===== src/rtl/dp_decode_pipe.sv =====
// ---------------------------------------------------------------------------
// dp_decode_pipe
//
// Purpose
//   Data-processing instruction decoder followed by an elastic output pipe.
//   The Funct/ALUOp decode is purely combinational and feeds stage 0; the
//   result then moves through STAGES register stages (valid bit + payload).
//   The pipe also keeps a saturating count of accepted illegal opcodes.
//
// Parameters
//   STAGES           number of output register stages, legal range 1..4
//   CNT_W            width of the illegal-op counter
//
// Ports
//   clk              single clock, all state updates on the rising edge
//   reset            synchronous, active-low reset (0 = reset)
//   in_valid         an instruction is offered
//   in_ready         the block accepts the offered instruction this cycle
//   Funct[5:0]       [5]=I (immediate), [4:1]=cmd, [0]=S (set flags)
//   ALUOp            1 = data-processing instruction
//   out_valid        decode result at the outputs is valid
//   out_ready        consumer takes the result this cycle
//   ALUControl[3:0]  ALU operation code
//   FlagW[1:0]       flag-write enables, [1]=NZ, [0]=CV
//   NoWrite          destination register write suppressed
//   Illegal          result is an unimplemented opcode
//   illegal_cnt_clr  synchronous clear of illegal_cnt (wins over increment)
//   illegal_cnt      saturating count of accepted illegal ops
//
// Handshake
//   A transfer happens on a rising edge where valid and ready are both 1 on
//   the same side (in_valid&in_ready at the input, out_valid&out_ready at the
//   output). A producer holding valid=1 keeps its data stable until the
//   transfer; ready may depend combinationally on the downstream ready, but
//   valid never depends on ready.
// ---------------------------------------------------------------------------
module dp_decode_pipe #(
  parameter int STAGES = 2,
  parameter int CNT_W  = 8
) (
  input  logic             clk,
  input  logic             reset,
  input  logic             in_valid,
  output logic             in_ready,
  input  logic [5:0]       Funct,
  input  logic             ALUOp,
  output logic             out_valid,
  input  logic             out_ready,
  output logic [3:0]       ALUControl,
  output logic [1:0]       FlagW,
  output logic             NoWrite,
  output logic             Illegal,
  input  logic             illegal_cnt_clr,
  output logic [CNT_W-1:0] illegal_cnt
);

  // ALUControl encodings
  localparam logic [3:0] ALU_ADD = 4'b0000;
  localparam logic [3:0] ALU_SUB = 4'b0001;
  localparam logic [3:0] ALU_AND = 4'b0010;
  localparam logic [3:0] ALU_ORR = 4'b0011;
  localparam logic [3:0] ALU_ADC = 4'b0100;
  localparam logic [3:0] ALU_SBC = 4'b0101;
  localparam logic [3:0] ALU_RSB = 4'b0110;
  localparam logic [3:0] ALU_EOR = 4'b0111;
  localparam logic [3:0] ALU_BIC = 4'b1000;
  localparam logic [3:0] ALU_MOV = 4'b1001;
  localparam logic [3:0] ALU_MVN = 4'b1010;

  // ---------------------------------------------------------------------------
  // Combinational decode
  // ---------------------------------------------------------------------------
  logic [3:0] cmd;
  logic       set_flags;
  logic       unused_imm;

  assign cmd        = Funct[4:1];
  assign set_flags  = Funct[0];
  // The immediate bit selects the operand source only; it has no effect on
  // the ALU operation or the flag/write controls.
  assign unused_imm = Funct[5];

  logic [3:0] dec_ctrl;
  logic [1:0] dec_flagw;
  logic       dec_nowrite;
  logic       dec_illegal;
  logic       dec_arith;
  logic       dec_compare;

  always_comb begin
    dec_ctrl    = 4'b0000;
    dec_flagw   = 2'b00;
    dec_nowrite = 1'b0;
    dec_illegal = 1'b0;
    dec_arith   = 1'b0;
    dec_compare = 1'b0;

    if (ALUOp) begin
      unique case (cmd)
        4'b0000: dec_ctrl = ALU_AND;                                // AND
        4'b0001: dec_ctrl = ALU_EOR;                                // EOR
        4'b0010: begin dec_ctrl = ALU_SUB; dec_arith = 1'b1; end    // SUB
        4'b0011: begin dec_ctrl = ALU_RSB; dec_arith = 1'b1; end    // RSB
        4'b0100: begin dec_ctrl = ALU_ADD; dec_arith = 1'b1; end    // ADD
        4'b0101: begin dec_ctrl = ALU_ADC; dec_arith = 1'b1; end    // ADC
        4'b0110: begin dec_ctrl = ALU_SBC; dec_arith = 1'b1; end    // SBC
        4'b0111: dec_illegal = 1'b1;                                // RSC decodes as illegal
        4'b1000: begin dec_ctrl = ALU_AND; dec_compare = 1'b1; end  // TST
        4'b1001: begin dec_ctrl = ALU_EOR; dec_compare = 1'b1; end  // TEQ
        4'b1010: begin                                              // CMP
          dec_ctrl    = ALU_SUB;
          dec_arith   = 1'b1;
          dec_compare = 1'b1;
        end
        4'b1011: begin                                              // CMN
          dec_ctrl    = ALU_ADD;
          dec_arith   = 1'b1;
          dec_compare = 1'b1;
        end
        4'b1100: dec_ctrl = ALU_ORR;                                // ORR
        4'b1101: dec_ctrl = ALU_MOV;                                // MOV
        4'b1110: dec_ctrl = ALU_BIC;                                // BIC
        default: dec_ctrl = ALU_MVN;                                // MVN
      endcase

      // A compare without S has no architectural effect at all and is
      // treated as an unimplemented encoding.
      if (dec_compare && !set_flags) begin
        dec_illegal = 1'b1;
      end

      if (dec_illegal) begin
        // Illegal results are forced to a harmless, fully known payload.
        dec_ctrl    = 4'b0000;
        dec_flagw   = 2'b00;
        dec_nowrite = 1'b1;
      end else if (dec_compare) begin
        dec_nowrite = 1'b1;
        dec_flagw   = {1'b1, dec_arith};
      end else begin
        dec_nowrite = 1'b0;
        dec_flagw   = {set_flags, set_flags & dec_arith};
      end
    end
  end

  // Payload layout: {ALUControl, FlagW, NoWrite, Illegal}
  logic [7:0] dec_pay;
  assign dec_pay = {dec_ctrl, dec_flagw, dec_nowrite, dec_illegal};

  // ---------------------------------------------------------------------------
  // Elastic stages
  // ---------------------------------------------------------------------------
  logic       vld [STAGES];
  logic [7:0] pay [STAGES];
  logic [STAGES-1:0] rdy;
  logic       full_above;
  logic       accept;

  // Stage i can load when it is empty or everything from it to the output
  // drains this cycle. Written as "out_ready or any stage from i onward is
  // empty", which is the unrolled form of rdy[i] = !vld[i] | rdy[i+1] and
  // avoids a bit-to-bit dependency inside one vector.
  always_comb begin
    full_above = 1'b1;
    rdy        = '0;
    for (int i = STAGES - 1; i >= 0; i--) begin
      full_above = full_above & vld[i];
      rdy[i]     = out_ready | ~full_above;
    end
  end

  // Held low in reset so nothing is accepted into a pipe being flushed.
  assign in_ready = reset & rdy[0];
  assign accept   = in_valid & in_ready;

  for (genvar g = 0; g < STAGES; g++) begin : g_stage
    logic       src_vld;
    logic [7:0] src_pay;

    if (g == 0) begin : g_head
      assign src_vld = accept;
      assign src_pay = dec_pay;
    end else begin : g_body
      assign src_vld = vld[g-1];
      assign src_pay = pay[g-1];
    end

    always_ff @(posedge clk) begin
      if (!reset) begin
        vld[g] <= 1'b0;
        pay[g] <= 8'h00;
      end else if (rdy[g]) begin
        vld[g] <= src_vld;
        // Payload only changes when a real item arrives, so idle outputs
        // keep the last known value instead of toggling.
        if (src_vld) begin
          pay[g] <= src_pay;
        end
      end
    end
  end

  assign out_valid = vld[STAGES-1];
  assign {ALUControl, FlagW, NoWrite, Illegal} = pay[STAGES-1];

  // ---------------------------------------------------------------------------
  // Illegal-op counter
  // ---------------------------------------------------------------------------
  always_ff @(posedge clk) begin
    if (!reset) begin
      illegal_cnt <= '0;
    end else if (illegal_cnt_clr) begin
      illegal_cnt <= '0;
    end else if (accept && dec_illegal && !(&illegal_cnt)) begin
      illegal_cnt <= illegal_cnt + 1'b1;
    end
  end

endmodule


===== config.mk =====
export PLATFORM = sky130hd
export DESIGN_NAME = dp_decode_pipe
export DESIGN_NICKNAME = d
export VERILOG_FILES = /design/src/rtl/dp_decode_pipe.sv
export SDC_FILE = /design/constraint.sdc
export NUM_CORES = 1
export LEC_CHECK = 0
export CORE_ASPECT_RATIO = 0.5
export CORE_MARGIN = 4
export CORE_UTILIZATION = 40
export CTS_CLUSTER_SIZE = 12
export DETAILED_ROUTE_END_ITERATION = 16
export HOLD_SLACK_MARGIN = 0.05
export PLACE_DENSITY = 0.66
export SLEW_MARGIN = 10
export SYNTH_ARGS = -nofsm -noshare
export SYNTH_HDL_FRONTEND = slang
export SYNTH_SLANG_ARGS = --single-unit

===== constraint.sdc =====
create_clock -name clk -period 3.7 [get_ports clk]
set_input_delay 0.37 -clock clk [delete_from_list [all_inputs] [get_ports clk]]
set_output_delay 0.37 -clock clk [all_outputs]
set_load 0.01 [all_outputs]

Yosys cells after proc, flatten, opt, wreduce, memory -nomap -nowiden
Memory sizes are Yosys's and may differ from the RTL's.
Index checks and enable logic that the tools add are counted.
- add/subtract/negate cells: 1
- equal/unequal tests: 14
- mux-type cells: 36
- bitwise operators: 13
- reduce and logical (&&, ||, !) cells: 14
- operator list (operator ; number):
    $pmux W4 S10 ; 1
    $eq A4 B4 Y1 const B ; 7
    $mux W1 ; 28
    $eq A4 B3 Y1 const B ; 4
    $mux W8 ; 2
    $add A8 B1 Y8 const B ; 1
    $eq A4 B2 Y1 const B ; 2
    $mux W4 ; 2
    $reduce_and A8 Y1 ; 1
    $reduce_or A2 Y1 ; 4
    $reduce_or A7 Y1 ; 1
    $mux W2 ; 3
    $or A1 B1 Y1 ; 6
    $and A1 B1 Y1 ; 4
    $eq A4 B1 Y1 const B ; 1
    $logic_not A4 Y1 ; 1
    $reduce_or A4 Y1 ; 1
    $logic_and A1 B1 Y1 ; 3
    $not A1 Y1 ; 3
    $reduce_or A3 Y1 ; 1
    $logic_not A1 Y1 ; 2
- flip-flop bits (word level): 8
- bits in writable memories: 18
- input port bits: 12
- memories: 2
- memory list (memory ; depth ; width ; rd ports ; clocked after memory_dff ; write ports ; RTL line ; RTL):
    pay ; 2 ; 8 ; 2 ; 0 ; 2 ; 155 ; logic [7:0] pay [STAGES];
    vld ; 2 ; 1 ; 2 ; 0 ; 2 ; 154 ; logic vld [STAGES];

Depth between registers and ports, before layout
Gate-level depths: netlist of run 1.
- word-level depth: 10
- depth in mapped cells: 6
- depth with buffers taken out: 5

Least setup slack after synthesis of run 1
No wires, ideal clock.
- kind: input to register
- from: in reset
- to: mem pay[0][5], data pin
- setup time: 0.180 ns
- arrival time: 1.495 ns
- data required time: 3.520 ns
- path slack: 2.025 ns
- cell stages on the path: 5
- buffers on the path: 1
- cell sequence: clkbuf_2 > and3_2 > nand2_1 > or3_2 > a221oi_1
- RTL lines (element ; RTL line ; RTL):
    from (decl) ; 42 ; input logic reset,
    to (decl) ; 155 ;

Worst setup path in the final report of run 1
- from: in out_ready
- to: out in_ready
- word-level cells in the longest chain between the ends: 2
- ends and longest elaborated chain (element ; RTL line ; RTL):
    from (decl) ; 48 ; input logic out_ready,
    $or A1 B1 Y1 ; 169 ; rdy[i] = out_ready | ~full_above;
    $and A1 B1 Y1 ; 174 ; assign in_ready = reset & rdy[0];
    to (decl) ; 44 ; output logic in_ready,
Every way passes these cells.

==> flow_metrics.env, run 1 <==
export IMPL_status="complete, no violations"
export IMPL_hold_viol=0
export IMPL_hold_buffers=0
export IMPL_routed_via_density=5.10
export IMPL_drive_above_1_share_pct=6.62
export IMPL_yosysSeqAreaShare_pct=53.9
export IMPL_worstSetupStartpoint="out_ready"
export IMPL_setup_worst_path_end_class="output port"
export IMPL_place_congestion=0.773
export IMPL_drt_first_pass_iters=4
export IMPL_clk_pin_slew_ns=0.09
export IMPL_hold_depth=2
export IMPL_grt_busiest_layer="met2"
export IMPL_dp_hpwl_microns=1730
export IMPL_antenna_cells=0
export IMPL_worst_pin_slew_ns=1.03
export IMPL_routed_wirelength_microns=2360
export IMPL_cts_tree="yes"
export IMPL_post_route_period_util_pct=57.7
export IMPL_ant_nets=0
export IMPL_core_sq_um=3030
export IMPL_synthCells=123
export IMPL_fp_dieW_microns=88.0
export IMPL_r2r_setup_slack_ns=1.96
export IMPL_syn_avg_cell_area_sq_um=10.4
export IMPL_grt_pass1_wl_microns=3680
export IMPL_grt_pass1_vias=839
export IMPL_syn_nets=136
export IMPL_p_per_area_nw_per_um2=373
export IMPL_skew_ns=0.00136
export IMPL_fin_setup_tns_ns=0
export IMPL_use_met3_pct=4.64
export IMPL_cts_resized=0
export IMPL_drv_cap=0
export IMPL_postCtsSetupBuffers=0
export IMPL_synth_edf_count=17
export IMPL_cts_sinks=26
export IMPL_irDropWorstVdd_mv=0.178
export IMPL_synthToLayoutAreaGrowth_pct=29.2
export IMPL_leakage_nw=0.578
export IMPL_num_vias=975
export IMPL_clock_path_buffers=2
export IMPL_cts_buffers_inserted=3
export IMPL_cp_arrival_ns=1.77
export IMPL_io_pins=30
export IMPL_grt_overflow_total=0
export IMPL_min_path_type="reg2reg"
export IMPL_start_util_pct=42.3
export IMPL_root_buffer="clkbuf_8"
export IMPL_met2_usage_pct=20.2
export IMPL_cp_required_ns=3.33
export IMPL_fin_nets=165
export IMPL_port_buffers=28
export IMPL_rows=14
export IMPL_drc_errors=0
export IMPL_p_total_w=0.000617
export IMPL_antenna_found_initial=0
export IMPL_worst_setup_path_start_kind="input port"
export IMPL_reg2reg_to="pay[0][5]"
export IMPL_finalSetupViolations=0
export IMPL_finish_instance_area_sq_um=1660
export IMPL_rsz0062_at_grt="no"
export IMPL_fmax_mhz=468
export IMPL_drt_iter0_drc=26
export IMPL_fp_dieH_microns=48.0
export IMPL_yosysUniqueCellTypes=39
export IMPL_fp_dieArea_sq_um=4230
export IMPL_yosys_warnings=0
export IMPL_ys_ff_latch=26
export IMPL_fin_crit_ns=2.14
export IMPL_endpoint="in_ready"
export IMPL_grt_max_degree=16
export IMPL_finalMaxSlewViolations=0
export IMPL_clock_latency_ns=0.27
export IMPL_relSlewSlack_pct=30.5
export IMPL_htreeDepth=1
export IMPL_met1_usage_pct=14.2
export IMPL_cp_max_fo=5
export IMPL_reg2regPathDepth=4
export IMPL_fillers=278
export IMPL_track_usage_pct=11.6
export IMPL_syn_area_sq_um=1280
export IMPL_async_reset_ff_share_pct=0
export IMPL_placed_area_sq_um=1580
export IMPL_routedWlPerCell_microns=12.4
export IMPL_r2r_start="vld[0]"
export IMPL_path_class="in2out"
export IMPL_synthFlopType="edfxtp_1"
critical path: stages:
cell	delay, ns
clkdlybuf4s50_1	0.42
nand3b_1	0.28
and2_1	0.23
clkdlybuf4s50_1	0.47
metal layers:
metal	share of wire [%]	wire, microns
met1	48	1140
met2	46	1080
met3	5.6	132
met4	0	0
met5	0	0
placed cells by master, fill, tap and decap left out, types with 5 or more instances in the layout:
cell type	n
clkdlybuf4s50_1	28
edfxtp_1	17
and2_1	10
a21oi_1	10
nand2_1	10
dfxtp_1	9
nor2_1	8
o21ai_0	6
nand3_1	6
inv_1	5
kinds of logic (layout without fill, tap and decap cells):
logic type,count (synthesis),after routing,synth area share [%]
AND/OR/NAND/NOR,61,61,27.6
buffers and inverters,9,37,3.61
multiplexers,2,2,1.56
AO/OA/AOI/OAI,24,24,12.3
adder cells (fa/ha/maj),1,1,0.976
flip-flops,26,26,53.9
cell usage after synthesis, types with 2 or more instances:
cell	count	area [sq um]
edfxtp_1	17	510
a21oi_1	10	50.1
and2_1	10	62.6
nand2_1	10	37.5
dfxtp_1	9	180
nor2_1	8	30.0
nand3_1	6	30.0
o21ai_0	6	30.0
inv_1	5	18.8
and3_1	3	18.8
nand4_1	3	18.8
or2b_1	3	22.5
mux2i_1	2	20.0
nand2b_1	2	12.5
nand4b_1	2	17.5
nor2b_1	2	12.5
nor3_1	2	10.0
o41ai_1	2	17.5
per-stage QoR:
step | setup WS [ns] | instances | hold WS (ns) | utilization [%]
after floorplan | 2.02 | 123 | 0.497 | -
final | 1.56 | 191 | 0.510 | 54.6
after CTS | 1.55 | 191 | 0.512 | 54.6
after global placement | 1.40 | 187 | 0.482 | 52.3
after detailed placement | 1.40 | 187 | 0.491 | 52.3
after global routing | 1.50 | 191 | 0.544 | 54.6
where the power goes:
group	switching (W)	internal (W)
clock network	0.0000893	0.000145
logic	0.0000287	0.0000299
registers	0.00000338	0.000321
total	0.000121	0.000496
worst min path at each step:
stage | startpoint | slack (ns) | to
final | illegal_cnt[7] | 0.51 | illegal_cnt[7]
after CTS | illegal_cnt[7] | 0.51 | illegal_cnt[7]
after global routing | pay[0][7] | 0.54 | pay[1][7]
after floorplan | pay[0][0] | 0.50 | pay[1][0]
after global placement | illegal_cnt[7] | 0.48 | illegal_cnt[7]
after detailed placement | illegal_cnt[7] | 0.49 | illegal_cnt[7]
flip-flops by register name, indices dropped and copies added (netlist names):
| register | cells |
|---|---|
| vld | 2 |
| illegal_cnt | 8 |
| pay | 16 |
area by class of cell:
type,count,area [sq um],share of cell area [%]
Tap cell,40,50.0,3.02
Clock buffer,3,41.3,2.49
Timing Repair Buffer,28,280,16.9
Sequential cell,26,691,41.7
Multi-Input combinational cell,88,544,32.9
Inverter,5,18.8,1.13
Clock inverter,1,30.0,1.81
Note: power is estimated with default switching activity, not from simulation.
==> run 2, diff against run 1 <==
--- a/config.mk
+++ b/config.mk
@@ -11,7 +11,7 @@
 export CTS_CLUSTER_SIZE = 12
 export DETAILED_ROUTE_END_ITERATION = 16
 export HOLD_SLACK_MARGIN = 0.05
-export PLACE_DENSITY = 0.66
+export PLACE_DENSITY = 0.69
 export SLEW_MARGIN = 10
 export SYNTH_ARGS = -nofsm -noshare
 export SYNTH_HDL_FRONTEND = slang
==> constraint.sdc (replaced) <==
create_clock -name clk -period 1.93 [get_ports clk]
set_input_delay 0.193 -clock clk [delete_from_list [all_inputs] [get_ports clk]]
set_output_delay 0.193 -clock clk [all_outputs]
set_load 0.01 [all_outputs]
==> flow_metrics.env, run 2 (synthesis gave the netlist of run 1 again) <==
export IMPL_leakage_nw=0.630
export IMPL_core_sq_um=3030
export IMPL_clockPowerShare_pct=37.4
export IMPL_hold_viol=0
export IMPL_port_buffers=28
export IMPL_hold_buffers=0
export IMPL_whs_endpoint="illegal_cnt[7]"
export IMPL_htreeDepth=1
export IMPL_final_cell_mix="clkdlybuf4s50_1, edfxtp_1, buf_4"
export IMPL_place_congestion=0.751
export IMPL_critical_path_max_stage_delay_ns=0.53
export IMPL_multiInputGateArea_sq_um=544
export IMPL_cts_tree="yes"
export IMPL_cpMaxStageDelayCell="clkdlybuf4s50_1"
export IMPL_drc_errors=0
export IMPL_r2r_setup_slack_ns=0.23
export IMPL_finish_instance_area_sq_um=1740
export IMPL_grt_pass1_wl_microns=3910
export IMPL_seq_area_sq_um=691
export IMPL_critPathTopFamily="buffers and inverters"
export IMPL_finalSetupViolations=0
export IMPL_reg2regPathDepth=6
export IMPL_path_class="reg2out"
export IMPL_rows=14
export IMPL_fin_nets=176
export IMPL_fin_setup_tns_ns=0
export IMPL_post_route_period_util_pct=93.4
export IMPL_grt_overflow_total=0
export IMPL_fillers=263
export IMPL_drt_first_pass_iters=4
export IMPL_grt_pass1_vias=875
export IMPL_rsz0062_at_grt="no"
export IMPL_drv_cap=0
export IMPL_cp_required_ns=1.74
export IMPL_routed_wirelength_microns=2490
export IMPL_largest_register="pay"
export IMPL_fp_dieArea_sq_um=4230
export IMPL_synthToLayoutAreaGrowth_pct=35.6
export IMPL_clk_pin_slew_ns=0.09
export IMPL_start_util_pct=42.3
export IMPL_p_seq_share_pct=51.9
export IMPL_cp_num_buf_inv=1
export IMPL_p_total_w=0.00120
export IMPL_cp_max_fo=5
export IMPL_routed_via_density=5.11
export IMPL_routedWlPerCell_microns=12.3
export IMPL_setup_worst_path_end_class="output port"
export IMPL_cts_sinks=26
export IMPL_fin_crit_ns=1.80
export IMPL_track_usage_pct=12.2
export IMPL_placed_area_sq_um=1670
export IMPL_min_path_type="reg2reg"
export IMPL_swShare_pct=19.8
export IMPL_layout_commonest_cell="clkdlybuf4s50_1"
export IMPL_clock_path_buffers=2
export IMPL_fp_dieH_microns=48.0
export IMPL_cts_resized=0
export IMPL_internal_power_w=0.000960
export IMPL_reg_top3="pay: 16 flops, illegal_cnt: 8 flops, vld: 2 flops"
export IMPL_worst_pin_slew_ns=1.02
export IMPL_irDropWorstVdd_mv=0.401
export IMPL_root_buffer="clkbuf_8"
export IMPL_fmax_mhz=555
export IMPL_drt_iter0_drc=41
export IMPL_hold_path_startpoint="illegal_cnt[7]"
export IMPL_drive_above_1_share_pct=13.0
export IMPL_grt_max_degree=16
export IMPL_path_cells="nand3b_1, and2_1, clkdlybuf4s50_1"
export IMPL_clock_latency_ns=0.27
export IMPL_fp_dieW_microns=88.0
export IMPL_antenna_cells=0
export IMPL_relSlewSlack_pct=31.0
export IMPL_hold_depth=2
export IMPL_largest_register_ffs=16
export IMPL_worst_setup_path_start_kind="flop"
export IMPL_skew_ns=0.00204
export IMPL_p_switching_w=0.000236
export IMPL_status="complete, no violations"
export IMPL_r2r_start="vld[0]"
export IMPL_num_vias=1032
export IMPL_cp_arrival_ns=1.61
export IMPL_combPwrFrac_pct=10.6
export IMPL_p_per_area_nw_per_um2=689
export IMPL_ant_nets=0
export IMPL_cts_buffers_inserted=3
export IMPL_finalMaxSlewViolations=0
export IMPL_postCtsSetupBuffers=0
export IMPL_io_pins=30
export IMPL_dp_hpwl_microns=1950
export IMPL_reg2reg_to="illegal_cnt[4]"
export IMPL_antenna_found_initial=0
run 2: cell types whose count changed in the layout (fill, tap and decap cells not counted), sizes merged:
cell	previous run	this run
buf	0	11
run 2: per-stage QoR:
| step | hold WS [ns] | worst slack (ns) | utilization, % | std cells |
|---|---|---|---|---|
| 3_3_place_gp | 0.483 | 0.0558 | 55.0 | 198 |
| 3_5_place_dp | 0.500 | -0.00914 | 55.0 | 198 |
| 5_1_grt | 0.527 | 0.0362 | 57.3 | 202 |
| 6_report | 0.519 | 0.127 | 57.3 | 202 |
| 2_1_floorplan | 0.400 | 0.348 | - | 123 |
| 4_1_cts | 0.515 | 0.114 | 57.3 | 202 |
run 2: worst reg2reg max path, delay by kind of cell (launching register included):
family | cells | cell delay [ns]
AOI/OAI and AO/OA | 3 | 0.59
and+or+nand+nor | 1 | 0.20
DFF | 1 | 0.46
buffers and inverters | 2 | 0.32
run 2: cell type report:
cell class                      count  area share [%]
Sequential cell                    26            39.7
Clock buffer                        3            2.38
Multi-Input combinational cell     88            31.3
Timing Repair Buffer               39            20.9
Tap cell                           40            2.88
Clock inverter                      1            1.73
Inverter                            5            1.08
run 2: worst max-delay path by stage:
stage / start / end / slack, ns / cells after the start
3_3_place_gp: reset / pay[0][5] / 0.06 / 5
4_1_cts: vld[0] / in_ready / 0.11 / 3
5_1_grt: vld[0] / in_ready / 0.04 / 3
3_5_place_dp: out_ready / pay[1][7] / -0.009 / 3
6_report: vld[0] / in_ready / 0.13 / 3
2_1_floorplan: vld[0] / pay[0][5] / 0.35 / 4
run 2: power groups by stage:
stage | registers, W | logic, W | clock network [W]
2_1_floorplan | 0.000640 | 0.0000536 | 0
3_3_place_gp | 0.000634 | 0.000124 | 0
3_5_place_dp | 0.000635 | 0.000127 | 0
4_1_cts | 0.000622 | 0.000128 | 0.000456
5_1_grt | 0.000624 | 0.000138 | 0.000475
6_report | 0.000622 | 0.000127 | 0.000448
run 2: metal layers:
layer | track usage, % | routed length [microns] | vias to the layer above
met4 | 2.11 | 0 | 0
met2 | 22.5 | 1200 | 23
li1 | - | - | 534
met5 | 0 | 0 | -
met1 | 15.0 | 1170 | 475
met3 | 3.61 | 126 | 0
==> run 3, diff against run 2 <==
--- a/config.mk
+++ b/config.mk
@@ -5,13 +5,15 @@
 export SDC_FILE = /design/constraint.sdc
 export NUM_CORES = 1
 export LEC_CHECK = 0
+export ABC_AREA = 1
 export CORE_ASPECT_RATIO = 0.5
 export CORE_MARGIN = 4
 export CORE_UTILIZATION = 40
+export CTS_BUF_LIST = sky130_fd_sc_hd__clkbuf_4
 export CTS_CLUSTER_SIZE = 12
 export DETAILED_ROUTE_END_ITERATION = 16
 export HOLD_SLACK_MARGIN = 0.05
-export PLACE_DENSITY = 0.69
+export PLACE_DENSITY = 0.68
 export SLEW_MARGIN = 10
 export SYNTH_ARGS = -nofsm -noshare
 export SYNTH_HDL_FRONTEND = slang
==> flow_metrics.env, run 3 <==
export IMPL_finalMaxSlewViolations=0
export IMPL_yosysTopAreaCell="edfxtp_1"
export IMPL_p_per_area_nw_per_um2=647
export IMPL_syn_area_sq_um=1360
export IMPL_antenna_cells=0
export IMPL_finish_instance_area_sq_um=1750
export IMPL_fp_dieArea_sq_um=4450
export IMPL_start_util_pct=43.6
export IMPL_irDropWorstVdd_mv=0.384
export IMPL_finalSetupViolations=0
export IMPL_endpoint="in_ready"
export IMPL_setup_worst_path_end_class="output port"
export IMPL_grt_pass1_vias=958
export IMPL_synth_edf_count=17
export IMPL_path_class="reg2out"
export IMPL_final_cell_mix="nand2_1, clkdlybuf4s50_1, inv_1"
export IMPL_grt_max_degree=16
export IMPL_drc_errors=0
export IMPL_worstSetupStartpoint="vld[0]"
export IMPL_hold_viol=0
export IMPL_fin_crit_ns=1.78
export IMPL_largest_register_ffs=16
export IMPL_worst_pin_slew_ns=0.326
export IMPL_grt_pass1_wl_microns=4110
export IMPL_syn_nets=165
export IMPL_path_cells="nand3_2, inv_1, nor2_1, clkdlybuf4s50_1"
export IMPL_whs_ns=0.490
export IMPL_cp_required_ns=1.74
export IMPL_async_reset_ff_share_pct=0
export IMPL_relSlewSlack_pct=78.2
export IMPL_htreeDepth=1
export IMPL_clock_latency_ns=0.32
export IMPL_io_pins=30
export IMPL_netlist_top_cells_count="nand2_1, inv_1, nor2_1"
export IMPL_skew_ns=0.00532
export IMPL_r2r_start="illegal_cnt[0]"
export IMPL_routed_via_density=4.73
export IMPL_track_usage_pct=11.4
export IMPL_fin_setup_tns_ns=0
export IMPL_clock_path_buffers=2
export IMPL_use_met3_pct=4.31
export IMPL_fin_ws_ns=0.151
export IMPL_fmax_mhz=562
export IMPL_placed_area_sq_um=1690
export IMPL_cts_tree="yes"
export IMPL_port_buffers=28
export IMPL_antenna_found_initial=0
export IMPL_synthCells=152
export IMPL_fin_nets=198
export IMPL_met1_usage_pct=13.7
export IMPL_place_congestion=0.848
export IMPL_drv_cap=0
export IMPL_fillers=282
export IMPL_num_vias=1060
export IMPL_dp_hpwl_microns=1860
export IMPL_critical_path_max_stage_delay_ns=0.54
export IMPL_reg2regPathDepth=7
export IMPL_grt_busiest_layer="met2"
export IMPL_rsz0062_at_grt="no"
export IMPL_yosys_warnings=0
export IMPL_r2r_setup_slack_ns=0.40
export IMPL_root_buffer="clkbuf_4"
export IMPL_reg_top3="pay: 16 flops, illegal_cnt: 8 flops, vld: 2 flops"
export IMPL_ys_ff_latch=26
export IMPL_syn_avg_cell_area_sq_um=8.95
export IMPL_fp_dieW_microns=90.5
export IMPL_min_path_type="in2reg"
export IMPL_synthTopCellsByArea="edfxtp_1, dfxtp_1, nand2_1"
export IMPL_routed_wirelength_microns=2420
export IMPL_cp_arrival_ns=1.59
export IMPL_drt_first_pass_iters=4
export IMPL_core_sq_um=3120
export IMPL_worst_setup_path_start_kind="flop"
export IMPL_post_route_period_util_pct=92.2
export IMPL_synthToLayoutAreaGrowth_pct=28.7
export IMPL_cts_sinks=26
export IMPL_ant_nets=0
export IMPL_drive_above_1_share_pct=11.4
export IMPL_rows=14
export IMPL_grt_overflow_total=0
export IMPL_yosysSeqAreaShare_pct=50.8
export IMPL_cts_buffers_inserted=3
export IMPL_netlist_area_leader_share_pct=37.5
export IMPL_largest_register="pay"
export IMPL_met2_usage_pct=19.5
export IMPL_hold_buffers=0
export IMPL_dp_slack_ns=0.168
export IMPL_leakage_nw=0.741
export IMPL_fp_dieH_microns=49.2
export IMPL_status="complete, no violations"
export IMPL_reg2reg_to="illegal_cnt[5]"
export IMPL_drt_iter0_drc=33
export IMPL_clk_pin_slew_ns=0.14
export IMPL_yosysMostFrequentCell="nand2_1"
export IMPL_synthFlopType="edfxtp_1"
export IMPL_cp_max_fo=3
export IMPL_hold_path_startpoint="illegal_cnt_clr"
export IMPL_yosysUniqueCellTypes=25
export IMPL_routedWlPerCell_microns=10.8
export IMPL_cpMaxStageDelayCell="clkdlybuf4s50_1"
==> run 3: what timing repair did <==
item                                   in CTS  in global routing
endpoints found under the hold margin       0                  0
setup endpoints to repair                   0                  1
setup buffers                               0                  1
gates resized for setup                     0                  1
==> run 3: cells by family after synthesis <==
logic type / after synthesis / share of synthesized area (%)
AO/OA/AOI/OAI: 18 / 7.08
AND/OR/NAND/NOR: 75 / 31.0
flip-flops: 26 / 50.8
adder cells (fa/ha/maj): 1 / 0.920
XOR/XNOR: 3 / 1.93
buffers and inverters: 29 / 8.28
==> run 3: how the worst min path moves through the flow <==
stage                     cells after the start        endpoint
after floorplan                               3  illegal_cnt[6]
after global placement                        2  illegal_cnt[3]
after detailed placement                      2  illegal_cnt[3]
after CTS                                     4  illegal_cnt[6]
after global routing                          4  illegal_cnt[6]
final                                         4  illegal_cnt[6]
==> run 3: layer usage <==
layer,vias up,wire (microns)
met1,475,1110
met4,0,17
met2,20,1170
li1,563,-
met5,-,0
met3,2,113
==> run 3: cell type report <==
type | instances | area [sq um] | area share [%]
tap | 40 | 50.0 | 2.86
sequential | 26 | 691 | 39.5
timing repair buffer | 29 | 288 | 16.4
clock inverter | 1 | 30.0 | 1.72
inverter | 28 | 108 | 6.15
clock buffer | 3 | 22.5 | 1.29
multi-input combinational | 97 | 562 | 32.1
==> run 3: critical path, delay by kind of cell, from the launching register on <==
family | cells | cell delay (ns)
simple gates | 2 | 0.21
flops | 1 | 0.45
buf+inv | 2 | 0.60
==> run 3: report_power, final <==
group	internal [W]	total [W]	switching (W)
combinational	0.0000614	0.000137	0.0000754
sequential	0.000616	0.000623	0.00000697
clock	0.000210	0.000373	0.000163
total	0.000887	0.00113	0.000245
==> run 3: per-stage QoR <==
stage	cells	total power (W)	utilization (%)
2_1_floorplan	152	0.000707	-
3_3_place_gp	219	0.000767	54.1
3_5_place_dp	219	0.000771	54.1
4_1_cts	223	0.00114	55.7
5_1_grt	224	0.00118	56.1
6_report	224	0.00113	56.1
